`config.mk`:
```
export PLATFORM = sky130hd
export DESIGN_NAME = vga_tx_timing_flat
export DESIGN_NICKNAME = d
export VERILOG_FILES = /design/src/rtl/vga_pkg.sv /design/src/rtl/vga_tx_timing_if.sv /design/src/rtl/vga_axis_counter.sv /design/src/rtl/vga_tx_timing.sv /design/src/flat_wrapper.sv
export SDC_FILE = /design/constraint.sdc
export NUM_CORES = 1
export LEC_CHECK = 0
export CAP_MARGIN = 40
export CORE_MARGIN = 1.5
export CORE_UTILIZATION = 42
export CTS_CLUSTER_DIAMETER = 120
export DETAILED_ROUTE_END_ITERATION = 8
export PLACE_DENSITY = 0.83
export SLEW_MARGIN = 20
export SYNTH_ARGS = -nofsm -noshare
export SYNTH_HDL_FRONTEND = slang
export SYNTH_SLANG_ARGS = --single-unit
```
`constraint.sdc`:
```
create_clock -name clock -period 1.8 [get_ports clock]
set_input_delay 0.36 -clock clock [delete_from_list [all_inputs] [get_ports clock]]
set_output_delay 0.36 -clock clock [all_outputs]
set_load 0.1 [all_outputs]
```
`src/rtl/vga_pkg.sv`:
```
// Shared 640x480@60 timing constants, derived totals/sync windows and pixel types
// for the VGA transmitter slice.
package vga_pkg;

    localparam int VGA_H_VISIBLE = 640;
    localparam int VGA_H_FRONT   = 16;
    localparam int VGA_H_SYNC    = 96;
    localparam int VGA_H_BACK    = 48;
    localparam int VGA_V_VISIBLE = 480;
    localparam int VGA_V_FRONT   = 10;
    localparam int VGA_V_SYNC    = 2;
    localparam int VGA_V_BACK    = 33;

    localparam int VGA_H_TOTAL = VGA_H_VISIBLE + VGA_H_FRONT + VGA_H_SYNC + VGA_H_BACK;
    localparam int VGA_V_TOTAL = VGA_V_VISIBLE + VGA_V_FRONT + VGA_V_SYNC + VGA_V_BACK;

    localparam int VGA_H_SYNC_START = VGA_H_VISIBLE + VGA_H_FRONT;
    localparam int VGA_H_SYNC_END   = VGA_H_SYNC_START + VGA_H_SYNC - 1;
    localparam int VGA_V_SYNC_START = VGA_V_VISIBLE + VGA_V_FRONT;
    localparam int VGA_V_SYNC_END   = VGA_V_SYNC_START + VGA_V_SYNC - 1;

    localparam int RGB_W         = 24;
    localparam int COORD_W       = 10;
    localparam int FRAME_COUNT_W = 16;

    typedef struct packed {
        logic [7:0] r;
        logic [7:0] g;
        logic [7:0] b;
    } rgb_t;

endpackage

```
`src/rtl/vga_tx_timing_if.sv`:
```
// Renderer-side scan/pixel signals and DAC pins of the VGA transmitter.
// master = timing generator, slave = renderer / pin consumer.
interface vga_tx_timing_if;
    import vga_pkg::*;

    logic [RGB_W-1:0]         rgb_in;
    logic [COORD_W-1:0]       pixel_x;
    logic [COORD_W-1:0]       pixel_y;
    logic                     pix_en;
    logic                     line_start;
    logic                     frame_start;
    logic                     vga_clk;
    logic                     vga_hs;
    logic                     vga_vs;
    logic                     vga_blank_n;
    logic [7:0]               vga_r;
    logic [7:0]               vga_g;
    logic [7:0]               vga_b;
    logic [FRAME_COUNT_W-1:0] frame_count;

    modport master (
        input  rgb_in,
        output pixel_x, pixel_y, pix_en, line_start, frame_start, vga_clk,
               vga_hs, vga_vs, vga_blank_n, vga_r, vga_g, vga_b, frame_count
    );

    modport slave (
        output rgb_in,
        input  pixel_x, pixel_y, pix_en, line_start, frame_start, vga_clk,
               vga_hs, vga_vs, vga_blank_n, vga_r, vga_g, vga_b, frame_count
    );

endinterface

```
`src/rtl/vga_axis_counter.sv`:
```
// One scan axis: modulo counter with enable, wrap-out, and visible/sync window decodes.
module vga_axis_counter
    import vga_pkg::*;
#(
    parameter int TOTAL      = VGA_H_TOTAL,
    parameter int VISIBLE    = VGA_H_VISIBLE,
    parameter int SYNC_START = VGA_H_SYNC_START,
    parameter int SYNC_END   = VGA_H_SYNC_END
) (
    input  logic               clock,
    input  logic               reset,
    input  logic               enable,
    output logic [COORD_W-1:0] count,
    output logic               wrap,
    output logic               visible,
    output logic               sync_active
);

    localparam logic [COORD_W-1:0] LAST     = COORD_W'(TOTAL - 1);
    localparam logic [COORD_W-1:0] VIS_END  = COORD_W'(VISIBLE);
    localparam logic [COORD_W-1:0] SYNC_LO  = COORD_W'(SYNC_START);
    localparam logic [COORD_W-1:0] SYNC_HI  = COORD_W'(SYNC_END);

    // Wrap is qualified by enable so the next axis can use it directly as its step.
    assign wrap        = enable && (count == LAST);
    assign visible     = count < VIS_END;
    assign sync_active = (count >= SYNC_LO) && (count <= SYNC_HI);

    always_ff @(posedge clock) begin
        if (reset) begin
            count <= '0;
        end else if (enable) begin
            count <= wrap ? '0 : count + 1'b1;
        end
    end

endmodule

```
`src/rtl/vga_tx_timing.sv`:
```
// VGA pixel-stream transmitter: 2-clock pixel strobe, H/V scan, registered DAC stage.
// Optional completed-frame counter enabled by defining VGA_FRAME_COUNT_EN.
module vga_tx_timing
    import vga_pkg::*;
#(
    parameter int H_VISIBLE = VGA_H_VISIBLE,
    parameter int H_FRONT   = VGA_H_FRONT,
    parameter int H_SYNC    = VGA_H_SYNC,
    parameter int H_BACK    = VGA_H_BACK,
    parameter int V_VISIBLE = VGA_V_VISIBLE,
    parameter int V_FRONT   = VGA_V_FRONT,
    parameter int V_SYNC    = VGA_V_SYNC,
    parameter int V_BACK    = VGA_V_BACK
) (
    input  logic            clock,
    input  logic            reset,
    vga_tx_timing_if.master vga
);

    localparam int H_TOTAL      = H_VISIBLE + H_FRONT + H_SYNC + H_BACK;
    localparam int V_TOTAL      = V_VISIBLE + V_FRONT + V_SYNC + V_BACK;
    localparam int H_SYNC_START = H_VISIBLE + H_FRONT;
    localparam int H_SYNC_END   = H_SYNC_START + H_SYNC - 1;
    localparam int V_SYNC_START = V_VISIBLE + V_FRONT;
    localparam int V_SYNC_END   = V_SYNC_START + V_SYNC - 1;

    logic               pix_en;
    logic [COORD_W-1:0] h_count;
    logic [COORD_W-1:0] v_count;
    logic               h_wrap, v_wrap;
    logic               h_visible, v_visible;
    logic               h_sync, v_sync;
    logic               visible;
    rgb_t               rgb_masked;

    rgb_t               rgb_q;
    logic               hs_q, vs_q, blank_n_q;
    logic               line_start_q, frame_start_q;

    always_ff @(posedge clock) begin
        if (reset) begin
            pix_en <= 1'b0;
        end else begin
            pix_en <= ~pix_en;
        end
    end

    vga_axis_counter #(
        .TOTAL(H_TOTAL), .VISIBLE(H_VISIBLE),
        .SYNC_START(H_SYNC_START), .SYNC_END(H_SYNC_END)
    ) u_h_axis (
        .clock(clock), .reset(reset), .enable(pix_en),
        .count(h_count), .wrap(h_wrap), .visible(h_visible), .sync_active(h_sync)
    );

    vga_axis_counter #(
        .TOTAL(V_TOTAL), .VISIBLE(V_VISIBLE),
        .SYNC_START(V_SYNC_START), .SYNC_END(V_SYNC_END)
    ) u_v_axis (
        .clock(clock), .reset(reset), .enable(h_wrap),
        .count(v_count), .wrap(v_wrap), .visible(v_visible), .sync_active(v_sync)
    );

    assign visible    = h_visible && v_visible;
    assign rgb_masked = visible ? rgb_t'(vga.rgb_in) : '0;

    // Pins capture the decode of the current coordinates, so they trail them by one pixel.
    always_ff @(posedge clock) begin
        if (reset) begin
            rgb_q         <= '0;
            hs_q          <= 1'b1;
            vs_q          <= 1'b1;
            blank_n_q     <= 1'b0;
            line_start_q  <= 1'b0;
            frame_start_q <= 1'b0;
        end else begin
            line_start_q  <= h_wrap;
            frame_start_q <= v_wrap;
            if (pix_en) begin
                rgb_q     <= rgb_masked;
                hs_q      <= ~h_sync;
                vs_q      <= ~v_sync;
                blank_n_q <= visible;
            end
        end
    end

`ifdef VGA_FRAME_COUNT_EN
    logic [FRAME_COUNT_W-1:0] frame_count_q;

    always_ff @(posedge clock) begin
        if (reset) begin
            frame_count_q <= '0;
        end else if (v_wrap) begin
            frame_count_q <= frame_count_q + 1'b1;
        end
    end

    assign vga.frame_count = frame_count_q;
`else
    assign vga.frame_count = '0;
`endif

    assign vga.pixel_x     = h_count;
    assign vga.pixel_y     = v_count;
    assign vga.pix_en      = pix_en;
    assign vga.vga_clk     = pix_en;
    assign vga.line_start  = line_start_q;
    assign vga.frame_start = frame_start_q;
    assign vga.vga_hs      = hs_q;
    assign vga.vga_vs      = vs_q;
    assign vga.vga_blank_n = blank_n_q;
    assign vga.vga_r       = rgb_q.r;
    assign vga.vga_g       = rgb_q.g;
    assign vga.vga_b       = rgb_q.b;

endmodule
```
`src/flat_wrapper.sv`:
```
// flat-port wrapper written by rule: the top's interface ports become plain ports
module vga_tx_timing_flat import vga_pkg::*;
#(
    parameter int H_VISIBLE = VGA_H_VISIBLE,
    parameter int H_FRONT   = VGA_H_FRONT,
    parameter int H_SYNC    = VGA_H_SYNC,
    parameter int H_BACK    = VGA_H_BACK,
    parameter int V_VISIBLE = VGA_V_VISIBLE,
    parameter int V_FRONT   = VGA_V_FRONT,
    parameter int V_SYNC    = VGA_V_SYNC,
    parameter int V_BACK    = VGA_V_BACK
)
  (clock, reset, vga_rgb_in, vga_pixel_x, vga_pixel_y, vga_pix_en, vga_line_start, vga_frame_start, vga_vga_clk, vga_vga_hs, vga_vga_vs, vga_vga_blank_n, vga_vga_r, vga_vga_g, vga_vga_b, vga_frame_count);
  vga_tx_timing_if vga_i ();
  input  logic clock;
  input  logic reset;
  input wire logic [$bits(vga_i.rgb_in)-1:0] vga_rgb_in;
  output wire logic [$bits(vga_i.pixel_x)-1:0] vga_pixel_x;
  output wire logic [$bits(vga_i.pixel_y)-1:0] vga_pixel_y;
  output wire logic [$bits(vga_i.pix_en)-1:0] vga_pix_en;
  output wire logic [$bits(vga_i.line_start)-1:0] vga_line_start;
  output wire logic [$bits(vga_i.frame_start)-1:0] vga_frame_start;
  output wire logic [$bits(vga_i.vga_clk)-1:0] vga_vga_clk;
  output wire logic [$bits(vga_i.vga_hs)-1:0] vga_vga_hs;
  output wire logic [$bits(vga_i.vga_vs)-1:0] vga_vga_vs;
  output wire logic [$bits(vga_i.vga_blank_n)-1:0] vga_vga_blank_n;
  output wire logic [$bits(vga_i.vga_r)-1:0] vga_vga_r;
  output wire logic [$bits(vga_i.vga_g)-1:0] vga_vga_g;
  output wire logic [$bits(vga_i.vga_b)-1:0] vga_vga_b;
  output wire logic [$bits(vga_i.frame_count)-1:0] vga_frame_count;
  assign vga_i.rgb_in = vga_rgb_in;
  assign vga_pixel_x = vga_i.pixel_x;
  assign vga_pixel_y = vga_i.pixel_y;
  assign vga_pix_en = vga_i.pix_en;
  assign vga_line_start = vga_i.line_start;
  assign vga_frame_start = vga_i.frame_start;
  assign vga_vga_clk = vga_i.vga_clk;
  assign vga_vga_hs = vga_i.vga_hs;
  assign vga_vga_vs = vga_i.vga_vs;
  assign vga_vga_blank_n = vga_i.vga_blank_n;
  assign vga_vga_r = vga_i.vga_r;
  assign vga_vga_g = vga_i.vga_g;
  assign vga_vga_b = vga_i.vga_b;
  assign vga_frame_count = vga_i.frame_count;
  vga_tx_timing #(.H_VISIBLE(H_VISIBLE), .H_FRONT(H_FRONT), .H_SYNC(H_SYNC), .H_BACK(H_BACK), .V_VISIBLE(V_VISIBLE), .V_FRONT(V_FRONT), .V_SYNC(V_SYNC), .V_BACK(V_BACK)) u_core (.clock(clock), .reset(reset), .vga(vga_i));
endmodule
```
-- Word-level counts from Yosys, hierarchy flattened
Index checks and enable logic that the tools add are counted.
- memories kept: 0
- bits in registers: 50
- bits of input ports: 26
- latch bits: 0
- bits in read-only memories: 0
- word-level logic and storage cells: 32
- bits in writable memories: 0
- output and inout port bits: 67
- muxes and demuxes: 3
- bitwise logic cells: 3
- shifts and indexed selects: 0
- div/mod/pow operators: 0
- equality and inequality tests: 2
- reduce and logical (&&, ||, !) cells: 5
- multipliers: 0
- $lt $le $gt $ge: 6
- $add $sub $neg: 2
- operator list (cell ; count):
    two-way mux 24 bit ; 1
    adder 10 x 1 -> 10 bit, second input constant ; 2
    == test 10 bit, second input constant ; 2
    two-way mux 10 bit ; 2
    >= comparator 10 bit, second input constant ; 1
    >= comparator 10 x 9 -> 1 bit, second input constant ; 1
    <= comparator 10 bit, second input constant ; 1
    <= comparator 10 x 9 -> 1 bit, second input constant ; 1
    < comparator 10 bit, second input constant ; 1
    < comparator 10 x 9 -> 1 bit, second input constant ; 1
    logical AND 1 bit ; 5
    inverter 1 bit ; 3

-- Logic depth before layout (Yosys ltp)
Gate-level depths: netlist (run 1).
- word-level depth: 4
- gate-level depth with buffers: 6
- gate-level depth less buffers: 6

-- Cells and area by module
From an unflattened synthesis (run 1), not the netlist that was laid out.
- cell total of the unflattened synthesis: 269
- area, all modules: 2441.1 µm²
- modules (own cells, without submodules) (module ; area an instance (µm²) ; instances ; cells each ; sequential area each (µm²)):
    vga_tx_timing ; 1387.6 ; 1 ; 147 ; 600.6
    vga_axis_counter at u_core.u_v_axis ; 533.0 ; 1 ; 60 ; 200.2
    vga_axis_counter at u_core.u_h_axis ; 520.5 ; 1 ; 62 ; 200.2

-- Least setup slack after synthesis (run 1)
OpenSTA, ideal clock, no wires.
- kind: reg2reg
- from: reg u_core.u_h_axis.count[1]
- to: reg u_core.u_v_axis.count[9]
- path slack: -0.619 ns
- library setup time: 0.122 ns
- required time: 1.678 ns
- cell stages (with the launch flop): 7
- path buffers: 1
- arrival time: 2.296 ns
- clock period less this slack: 2.419 ns
- cell sequence: dfxtp_1 > ha_1 > nand4_4 > or3_4 > buf_6 > o221ai_2 > nor3_1
- longest elaborated chain between the ends: 4
- RTL lines (what ; RTL line ; text):
    start, declared ; vga_axis_counter.sv:13 ; output logic [COORD_W-1:0] count,
    start signal, assigned ; vga_axis_counter.sv:33 ; count <= wrap ? '0 : count + 1'b1;
    == test 10 bit * ; vga_axis_counter.sv:25 ; assign wrap = enable && (count == LAST);
    logical AND 1 bit * ; vga_axis_counter.sv:25 ;
    logical AND 1 bit ; vga_axis_counter.sv:25 ;
    two-way mux 10 bit ; vga_axis_counter.sv:33 ;
    end signal, assigned ; vga_axis_counter.sv:33 ;
    end, declared ; vga_axis_counter.sv:13 ;
Mark *: on every way between the ends. The rest lies on a longest branch, timed or not.
A chain may end at the register's enable or synchronous reset.

-- Worst setup path after layout (run 1)
- from: reg u_core.u_h_axis.count[0]
- to: reg u_core.u_v_axis.count[7]
The elaborated chain is that of the path after synthesis.

==> results of run 1 <==
-- flip-flops by register name (all words and copies together) (netlist names) --
register	count
u_core.vga.vga_r	8
u_core.u_h_axis.count	10
u_core.vga.line_start	1
u_core.vga.vga_b	8
u_core.u_v_axis.count	10
u_core.vga.pix_en	1
u_core.vga.vga_vs	1
u_core.vga.vga_blank_n	1
u_core.vga.vga_hs	1
u_core.vga.vga_g	8
u_core.vga.frame_start	1
-- through the flow --
stage	worst slack, ps	utilization (%)
after floorplan	0.1447	-
after global placement	165.1	69.70
after detailed placement	78.37	69.70
after CTS	165.1	71.55
after global routing	78.53	71.55
final	184.8	71.55
-- metal layers --
layer | wire, um | part of all wire (%) | track usage (%)
met1 | 2037 | 38 | 23.64
met2 | 2716 | 51 | 34.12
met3 | 551 | 10 | 10.44
met4 | 51 | 0.95 | 6.667
met5 | 0 | 0 | 0
-- area by class of cell --
cell class | count | area, um2 | area share (%)
clock buffers | 6 | 82.58 | 2.274
clock inverters | 2 | 11.26 | 0.3101
inverters | 7 | 26.28 | 0.7236
multi-input cells | 141 | 1025 | 28.22
flip-flops and latches | 50 | 1047 | 28.84
well taps | 70 | 87.58 | 2.412
repair buffers | 85 | 1351 | 37.22
-- power groups by stage --
| stage | clock [mW] | combinational, mW | sequential, mW |
|---|---|---|---|
| 2_1_floorplan | 0 | 0.257 | 1.46 |
| 3_3_place_gp | 0 | 0.752 | 1.21 |
| 3_5_place_dp | 0 | 0.761 | 1.21 |
| 6_report | 0.668 | 0.758 | 1.18 |
| 5_1_grt | 0.728 | 0.782 | 1.19 |
| 4_1_cts | 0.695 | 0.761 | 1.18 |
-- kinds of logic after synthesis --
family	Yosys count	share of synthesized area, %
and+or+nand+nor	71	22.06
DFF	50	45.85
AOI/OAI and AO/OA	37	13.98
buffers and inverters	35	10.37
xor gates and xnor gates	12	4.814
adders and majority gates	4	2.292
other	1	0.1718
muxes	1	0.4585
-- worst max-delay path, stage by stage, from the launching register on --
cell and delay (ps):
dfxtp_4 400, ha_4 160, nand4_4 190, nor4_4 430, mux2i_1 260, nor3_2 60
-- cells in the final DEF, fill, tap and decap left out, types with 2 or more instances in the layout --
| cell type | Yosys | layout |
|---|---|---|
| buf_4 | 17 | 8 |
| clkdlybuf4s50_1 | 0 | 25 |
| and3_1 | 3 | 3 |
| nor4_4 | 2 | 2 |
| nand2_1 | 7 | 7 |
| and4_1 | 4 | 4 |
| dfxtp_2 | 0 | 13 |
| nand2b_1 | 2 | 2 |
| a21oi_1 | 6 | 6 |
| xor2_1 | 6 | 6 |
| nor2_1 | 14 | 14 |
| inv_1 | 7 | 7 |
| nor3_1 | 8 | 8 |
| dfxtp_1 | 50 | 29 |
| buf_12 | 0 | 52 |
| xnor2_1 | 6 | 6 |
| nand3_1 | 11 | 11 |
| ha_1 | 4 | 3 |
| dfxtp_4 | 0 | 8 |
| nor3_2 | 2 | 2 |
| conb_1 | 1 | 16 |
| a22o_1 | 24 | 24 |
| nor4_1 | 5 | 5 |
| clkbuf_8 | 0 | 6 |
| o21ai_0 | 2 | 2 |
| nand4_1 | 4 | 4 |
-- worst max-delay path by stage --
stage,startpoint,endpoint,slack [ps],cells past startpoint
6_report,u_core.u_h_axis.count[0]$_SDFFE_PP0P_,u_core.u_v_axis.count[7]$_SDFFE_PP0N_,180,5
3_3_place_gp,reset,u_core.vga.vga_g[3]$_SDFFE_PP0P_,170,6
3_5_place_dp,reset,u_core.vga.vga_b[0]$_SDFFE_PP0P_,80,6
4_1_cts,u_core.u_h_axis.count[0]$_SDFFE_PP0P_,u_core.u_v_axis.count[7]$_SDFFE_PP0N_,170,5
2_1_floorplan,u_core.vga.pix_en$_SDFF_PP0_,u_core.u_v_axis.count[9]$_SDFFE_PP0N_,0.1,5
5_1_grt,u_core.u_h_axis.count[0]$_SDFFE_PP0P_,u_core.u_v_axis.count[7]$_SDFFE_PP0N_,80,5
==> metrics.yaml, run 1 <==
outcome: "complete, no violations"
cts-root-buf: "clkbuf_8"
overflow: 0
cts_buffer_depth: 2
clock_power_share_pct: 25.6
synthCells: 211
synth_cell_types: 40
remaining_drc_errors: 0
p_total_mw: 2.607
cts_buffers: 5
async_flop_share_pct: 0
timing.final.hold_violations: 0
required_ps: 1990
critPathKind: "reg2reg"
synth_top_cell_by_area: "dfxtp_1"
gr-usage-all-layers_pct: 20.80
num_rows: 26
ir_drop_mv: 0.5345
critPathLaunchType: "register"
synth_commonest_cells: "50 x dfxtp_1, 24 x a22o_1, 17 x buf_4"
ys_top_cells_by_area: "dfxtp_1 46%, a22o_1 9.6%, buf_4 5.8%"
hp-class: "reg2reg"
r2r-end: "u_core.u_v_axis.count[7]$_SDFFE_PP0N_"
dp.final_hpwl_um: 4288
critPathMaxFanout: 7
fin_hold_ws_ps: 522.9
rsz0062_at_grt: "no"
max_freq_mhz: 619.1
pwr-share-comb_pct: 29.1
diodes: 0
p_int_mw: 1.687
antenna_found_initial: 0
dpl_cell_area_um2: 3537
wire_per_inst_um: 14.84
post_cts_resized: 0
finalWeightedCongestion: 0.7658
postCtsSetupBuffers: 0
reg2reg_from: "u_core.u_h_axis.count[0]$_SDFFE_PP0P_"
initial_utilization_pct: 43.02
synth_top_cell_area_share_pct: 45.85
fin_setup_tns_ps: 0
synthFlopType: "dfxtp_1"
pin_count: 93
holdPathStages: 2
setup_viol: 0
syn_avg_cell_area_um2: 10.35
dpl.cell_count: 353
die_w_um: 75.10
drt_iter0_markers: 95
clkSinkCount: 50
ys_warn_count: 0
slew_violations: 0
dieArea_um2: 5640
cts_hold_buf: 0
syn_area_um2: 2183
synth_edf_count: 0
p_leak_nw: 1.473
core_um2: 5075
routed_via_density: 5.102
p_sw_uw: 920.6
vias: 1842
yosys.cell_count.top_type: "dfxtp_1"
p_per_area_nw_per_um2: 718.1
hold_end: "u_core.u_v_axis.count[0]$_SDFFE_PP0N_"
fin_crit_sh_pct: 89.73
ys_seq_area_share_pct: 45.85
htreeDepth: 2
stdcell_count: 361
port-buffer-count: 76
fillers: 335
path_clk_slew_ps: 90
routed_wl_um: 5357
fin_crit_ps: 1615
seqPwrFrac_pct: 45.3
grt_max_degree: 26
switching_share_pct: 35.31
grt_pass1_wl_um: 8935
worst_setup_path_end_kind: "register"
arrival_ps: 1810
drt_first_pass_iters: 4
min_from: "u_core.u_v_axis.count[0]$_SDFFE_PP0N_"
reg2reg_depth: 5
maxCapViolCount: 0
r2r_slack_ps: 180
syn_to_final_growth_pct: 66.30
cts_tree: "yes"
die_y_um: 75.10
ys_seq_elements: 50
fin_nets: 320
skew_ps: 7.271
drive_above_1_share_pct: 34.36
grt_pass1_vias: 1887
clkLatencyLatePin_ps: 300
drtAntennaViolNets: 0
fin_area_um2: 3631
(Power assumes the default switching activity.)
==> run 2, diff against run 1 <==
--- a/config.mk
+++ b/config.mk
@@ -6,7 +6,7 @@
 export NUM_CORES = 1
 export LEC_CHECK = 0
 export CAP_MARGIN = 40
-export CORE_MARGIN = 1.5
+export CORE_MARGIN = 1
 export CORE_UTILIZATION = 42
 export CTS_CLUSTER_DIAMETER = 120
 export DETAILED_ROUTE_END_ITERATION = 8
==> run 2 against run 1 <==
Compared with the run above:
- first-iteration DRC count up 140%
- sequential power hardly changed
- global-route usage increased by 3.6 points
- sequential cell count is the same
- combinational power is 0.7% higher
- via count up 1.0%
- final cell count down 1.4%
- hold slack improved by 20 ps
- critical path type unchanged
==> metrics.yaml, run 2 (synthesis results as in run 1) <==
overflow: 0  # unchanged
pre_cts_ws_ps: 49.20  # -29.17 ps
drtAntennaViolNets: 0  # unchanged
vias: 1861  # +1.0%
post_cts_resized: 0  # unchanged
dpl.cell_count: 348  # -1.4%
critPathKind: "reg2reg"
clkSinkCount: 50  # unchanged
die_y_um: 74.10  # -1.3%
r2r-end: "u_core.u_v_axis.count[7]$_SDFFE_PP0N_"
postCtsSetupBuffers: 0  # unchanged
gr-usage-all-layers_pct: 24.45  # +3.6 points
dpl_cell_area_um2: 3518  # -0.53%
fin_area_um2: 3651  # +0.55%
multiInputGateArea_um2: 1025  # unchanged
pin_count: 93  # unchanged
clkLatencyLatePin_ps: 310  # about the same
max_freq_mhz: 610.4  # -1.4%
dp.final_hpwl_um: 4670  # +8.9%
reg2reg_from: "u_core.u_h_axis.count[0]$_SDFFE_PP0P_"
num_rows: 25  # -3.8%
cts_buffer_depth: 2  # unchanged
drt_iter0_markers: 230  # +140%
grt_pass1_vias: 1961  # +3.9%
fin_crit_sh_pct: 91.02  # +1.3 points
cts-root-buf: "clkbuf_8"
htreeDepth: 2  # unchanged
p_leak_nw: 1.479  # +0.39%
fillers: 282  # -16%
fin_setup_tns_ps: 0  # unchanged
setup_ws_ps: 161.6  # -23.16 ps
outcome: "complete, no violations"
die_w_um: 74.10  # -1.3%
path_clk_slew_ps: 90  # about the same
syn_to_final_growth_pct: 67.22
largestRegisters: "u_core.u_h_axis.count: 10 flops, u_core.u_v_axis.count: 10 flops"
critPathLaunchType: "register"
skew_ps: 6.191  # -1.080 ps
cts_buffers: 5  # unchanged
dieArea_um2: 5491  # -2.6%
required_ps: 2010  # +20 ps
wire_per_inst_um: 17.12  # +15%
r2r_slack_ps: 160  # -20 ps
rsz0062_at_grt: "no"
routed_via_density: 5.228  # +2.5%
grt_max_degree: 26  # unchanged
initial_utilization_pct: 45.03  # +2.0 points
stdcell_count: 356  # -1.4%
slew_violations: 0  # unchanged
remaining_drc_errors: 0  # unchanged
cts_hold_buf: 0  # unchanged
seq_area_um2: 1047  # unchanged
drt_first_pass_iters: 4  # unchanged
arrival_ps: 1840  # +30 ps
crit_start: "u_core.u_h_axis.count[0]$_SDFFE_PP0P_"
grt_pass1_wl_um: 9873  # +10%
drive_above_1_share_pct: 33.91  # -0.45 points
fin_crit_ps: 1638  # +23.16 ps
maxCapViolCount: 0  # unchanged
core_um2: 4848  # -4.5%
port-buffer-count: 76  # unchanged
ir_drop_mv: 0.9013  # +69%
layout_common_cells: "52 x buf_12, 29 x dfxtp_1, 25 x clkdlybuf4s50_1, 24 x a22o_1, 16 x conb_1"
antenna_found_initial: 0  # unchanged
critPathMaxFanout: 7  # unchanged
p_per_area_nw_per_um2: 770.4  # +7.3%
worstSetupEndpoint: "u_core.u_v_axis.count[7]$_SDFFE_PP0N_"
hp-class: "reg2reg"
reg2reg_depth: 5  # unchanged
routed_wl_um: 6095  # +14%
timing.final.hold_violations: 0  # unchanged
finalWeightedCongestion: 0.7753  # +1.2%
fin_nets: 318  # -0.63%
worst_setup_path_end_kind: "register"
diodes: 0  # unchanged
setup_viol: 0  # unchanged
cts_tree: "yes"
layout_commonest_cell: "buf_12"
[run 2: cell types whose count changed in the layout (fill, tap and decap cells not counted)]
| cell | change |
|---|---|
| inv_4 | -1 |
| clkbuf_16 | +2 |
| clkinv_2 | -1 |
| buf_4 | -2 |
[run 2: worst min path at each step]
stage / from / endpoint / slack (ps) / cells after the start
CTS: u_core.u_v_axis.count[0]$_SDFFE_PP0N_ / u_core.u_v_axis.count[0]$_SDFFE_PP0N_ / 540 / 2
global placement: u_core.u_v_axis.count[0]$_SDFFE_PP0N_ / u_core.u_v_axis.count[0]$_SDFFE_PP0N_ / 490 / 2
global route: u_core.u_h_axis.count[0]$_SDFFE_PP0P_ / u_core.u_h_axis.count[0]$_SDFFE_PP0P_ / 570 / 2
floorplan: vga_rgb_in[0] / u_core.vga.vga_b[0]$_SDFFE_PP0P_ / 490 / 1
detailed placement: u_core.u_v_axis.count[0]$_SDFFE_PP0N_ / u_core.u_v_axis.count[0]$_SDFFE_PP0N_ / 520 / 2
finish: u_core.u_v_axis.count[1]$_SDFFE_PP0N_ / u_core.u_v_axis.count[1]$_SDFFE_PP0N_ / 540 / 2
[run 2: metal layers]
layer  vias up  share of wire (%)  wire, um  GRT usage [%]
li1        876                  -         -              -
met1       883                 37      2240          25.15
met2        93                 52      3172          44.14
met3         9                9.2       563          10.16
met4         0                2.0       119          9.188
met5         -                  0         0              0
[run 2: final cells by class]
cell class / count / area share (%)
multi-input combinational: 141 / 28.07
timing repair buffer: 83 / 36.60
tap: 67 / 2.296
clock buffer: 8 / 3.633
inverter: 7 / 0.7197
sequential: 50 / 28.68
[run 2: per-stage QoR]
stage                     hold WS, ps  total power [mW]  util (%)
after global routing            568.3             2.889     75.30
after floorplan                 485.7             1.720         -
after global placement          492.4             1.956     72.57
final                           543.4             2.813     75.30
after CTS                       538.1             2.817     75.30
after detailed placement        523.7             1.972     72.57
[run 2: power breakdown]
group	internal (mW)	switching, mW
logic	0.240	0.523
registers	1.14	0.0495
clock network	0.481	0.385
[run 2: critical path, stage by stage, from the launching register on]
cell     delay, ps
dfxtp_4        400
ha_4           170
nand4_4        190
nor4_4         430
mux2i_1        280
nor3_2          60
==> run 3, diff against run 2 <==
--- a/config.mk
+++ b/config.mk
@@ -6,11 +6,12 @@
 export NUM_CORES = 1
 export LEC_CHECK = 0
 export CAP_MARGIN = 40
-export CORE_MARGIN = 1
+export CORE_MARGIN = 2
 export CORE_UTILIZATION = 42
 export CTS_CLUSTER_DIAMETER = 120
 export DETAILED_ROUTE_END_ITERATION = 8
 export PLACE_DENSITY = 0.83
+export SKIP_LAST_GASP = 1
 export SLEW_MARGIN = 20
 export SYNTH_ARGS = -nofsm -noshare
 export SYNTH_HDL_FRONTEND = slang
==> run 3 against run 2 <==
Compared with the run above:
- global-route usage down 4.2 points
- register-to-register slack about the same
- wire length down 6.6%
- combinational power down 0.7%
- non-clock buffer count unchanged
- maximum frequency up 0.28%
- critical path type unchanged
==> metrics.yaml, run 3 (synthesis results as in run 1) <==
stdcell_count: 359  # +0.84%
clkLatencyLatePin_ps: 310  # about the same
reg2reg_depth: 5  # unchanged
vias: 1865  # +0.21%
cts_tree: "yes"
initial_utilization_pct: 43.02  # -2.0 points
dp.final_hpwl_um: 4409  # -5.6%
fin_nets: 318  # unchanged
critPathLaunchType: "register"
drt_iter0_markers: 97  # -58%
fin_crit_ps: 1634  # -4.611 ps
drive_above_1_share_pct: 33.56  # -0.35 points
die_y_um: 76.10  # +2.7%
fin_hold_ws_ps: 525.7  # -17.67 ps
pin_count: 93  # unchanged
arrival_ps: 1820  # -20 ps
wire_per_inst_um: 15.86  # -7.4%
r2r_slack_ps: 170  # about the same
fin_area_um2: 3605  # -1.3%
fin_util_pct: 71.03  # -4.3 points
max_freq_mhz: 612.1  # +0.28%
overflow: 0  # unchanged
holdPathStages: 2  # unchanged
maxCapViolCount: 0  # unchanged
dieArea_um2: 5791  # +5.5%
min_from: "u_core.u_v_axis.count[0]$_SDFFE_PP0N_"
antenna_found_initial: 0  # unchanged
slew_violations: 0  # unchanged
die_w_um: 76.10  # +2.7%
dpl.cell_count: 351  # +0.86%
required_ps: 1990  # -20 ps
worst_setup_path_end_kind: "register"
fillers: 330  # +17%
routed_wl_um: 5693  # -6.6%
hold_end: "u_core.u_v_axis.count[0]$_SDFFE_PP0N_"
critPathMaxFanout: 8  # +1
max_stage_delay_ps: 450  # +20 ps
fin_setup_tns_ps: 0  # unchanged
cts_buffer_depth: 2  # unchanged
grt_pass1_vias: 1935  # -1.3%
path_clk_slew_ps: 90  # about the same
largestRegisters: "u_core.u_h_axis.count: 10 flops, u_core.u_v_axis.count: 10 flops"
grt_max_degree: 26  # unchanged
r2r-end: "u_core.u_v_axis.count[3]$_SDFFE_PP0N_"
routed_via_density: 5.195  # -0.62%
setup_viol: 0  # unchanged
postCtsSetupBuffers: 0  # unchanged
drt_first_pass_iters: 4  # unchanged
timing.final.hold_violations: 0  # unchanged
cts_buffers: 5  # unchanged
p_leak_nw: 1.456  # -1.5%
port-buffer-count: 76  # unchanged
core_um2: 5075  # +4.7%
finalWeightedCongestion: 0.7955  # +2.6%
ir_drop_mv: 0.6185  # -31%
clkSinkCount: 50  # unchanged
fin_crit_sh_pct: 90.76  # -0.26 points
outcome: "complete, no violations"
critPathKind: "reg2reg"
dpl_cell_area_um2: 3522  # +0.11%
grt_pass1_wl_um: 9487  # -3.9%
gr-usage-all-layers_pct: 20.24  # -4.2 points
reg2reg_from: "u_core.u_h_axis.count[0]$_SDFFE_PP0P_"
cts-root-buf: "clkbuf_8"
htreeDepth: 2  # unchanged
cts_hold_buf: 0  # unchanged
layout_commonest_cell: "buf_12"
drtAntennaViolNets: 0  # unchanged
layout_common_cells: "52 x buf_12, 29 x dfxtp_1, 25 x clkdlybuf4s50_1, 24 x a22o_1, 16 x conb_1"
skew_ps: 8.452  # +2.262 ps
syn_to_final_growth_pct: 65.10
num_rows: 26  # +4.0%
post_cts_resized: 0  # unchanged
remaining_drc_errors: 0  # unchanged
hp-class: "reg2reg"
rsz0062_at_grt: "no"
diodes: 0  # unchanged
cpMaxStageDelayCell: "or3_4"
worstPathCellList: "ha_4 > nand4_4 > or3_4 > o21ai_4 > nor2_1"
p_per_area_nw_per_um2: 713.0  # -7.4%
## run 3: worst max-delay path by stage
stage,to,startpoint,slack [ps]
2_1_floorplan,u_core.u_v_axis.count[9]$_SDFFE_PP0N_,u_core.vga.pix_en$_SDFF_PP0_,0.1
3_3_place_gp,u_core.vga.vga_g[7]$_SDFFE_PP0P_,reset,170
3_5_place_dp,u_core.vga.vga_g[1]$_SDFFE_PP0P_,reset,30
4_1_cts,u_core.u_v_axis.count[2]$_SDFFE_PP0N_,u_core.u_h_axis.count[1]$_SDFFE_PP0P_,170
5_1_grt,u_core.u_v_axis.count[7]$_SDFFE_PP0N_,u_core.u_h_axis.count[0]$_SDFFE_PP0P_,80
6_report,u_core.u_v_axis.count[3]$_SDFFE_PP0N_,u_core.u_h_axis.count[0]$_SDFFE_PP0P_,170
## run 3: critical path, delay by kind of cell, from the launching register on
family,cells,cell delay [ps]
AND/OR/NAND/NOR,3,710
flip-flops,1,400
AO/OA/AOI/OAI,1,230
adder cells (fa/ha/maj),1,170
## run 3: stage by stage
stage | worst slack, ps | total power, mW
finish | 166.2 | 2.570
floorplan | 0.1447 | 1.720
global route | 79.38 | 2.645
detailed placement | 29.55 | 1.968
CTS | 169.3 | 2.588
global placement | 167.3 | 1.953
## run 3: area by class of cell
cell class              count  area, um2  area share (%)
repair buffers             83       1336           37.07
well taps                  70      87.58           2.430
flip-flops and latches     50       1047           29.05
multi-input cells         141       1025           28.43
inverters                   7      26.28          0.7289
clock buffers               6      72.57           2.013
clock inverters             2      10.01          0.2777
## run 3: routing by layer
layer / wire [um] / track usage [%] / up-vias
li1: - / - / 882
met1: 2260 / 24.27 / 902
met2: 2830 / 32.50 / 75
met3: 543 / 8.768 / 6
met4: 59 / 7.091 / 0
met5: 0 / 0 / -
## run 3: where the power goes
part | total, mW | internal [mW] | leakage (nW) | switching [mW]
sequential | 1.18 | 1.13 | 0.420 | 0.0498
combinational | 0.758 | 0.238 | 0.991 | 0.520
clock | 0.628 | 0.270 | 0.0450 | 0.358
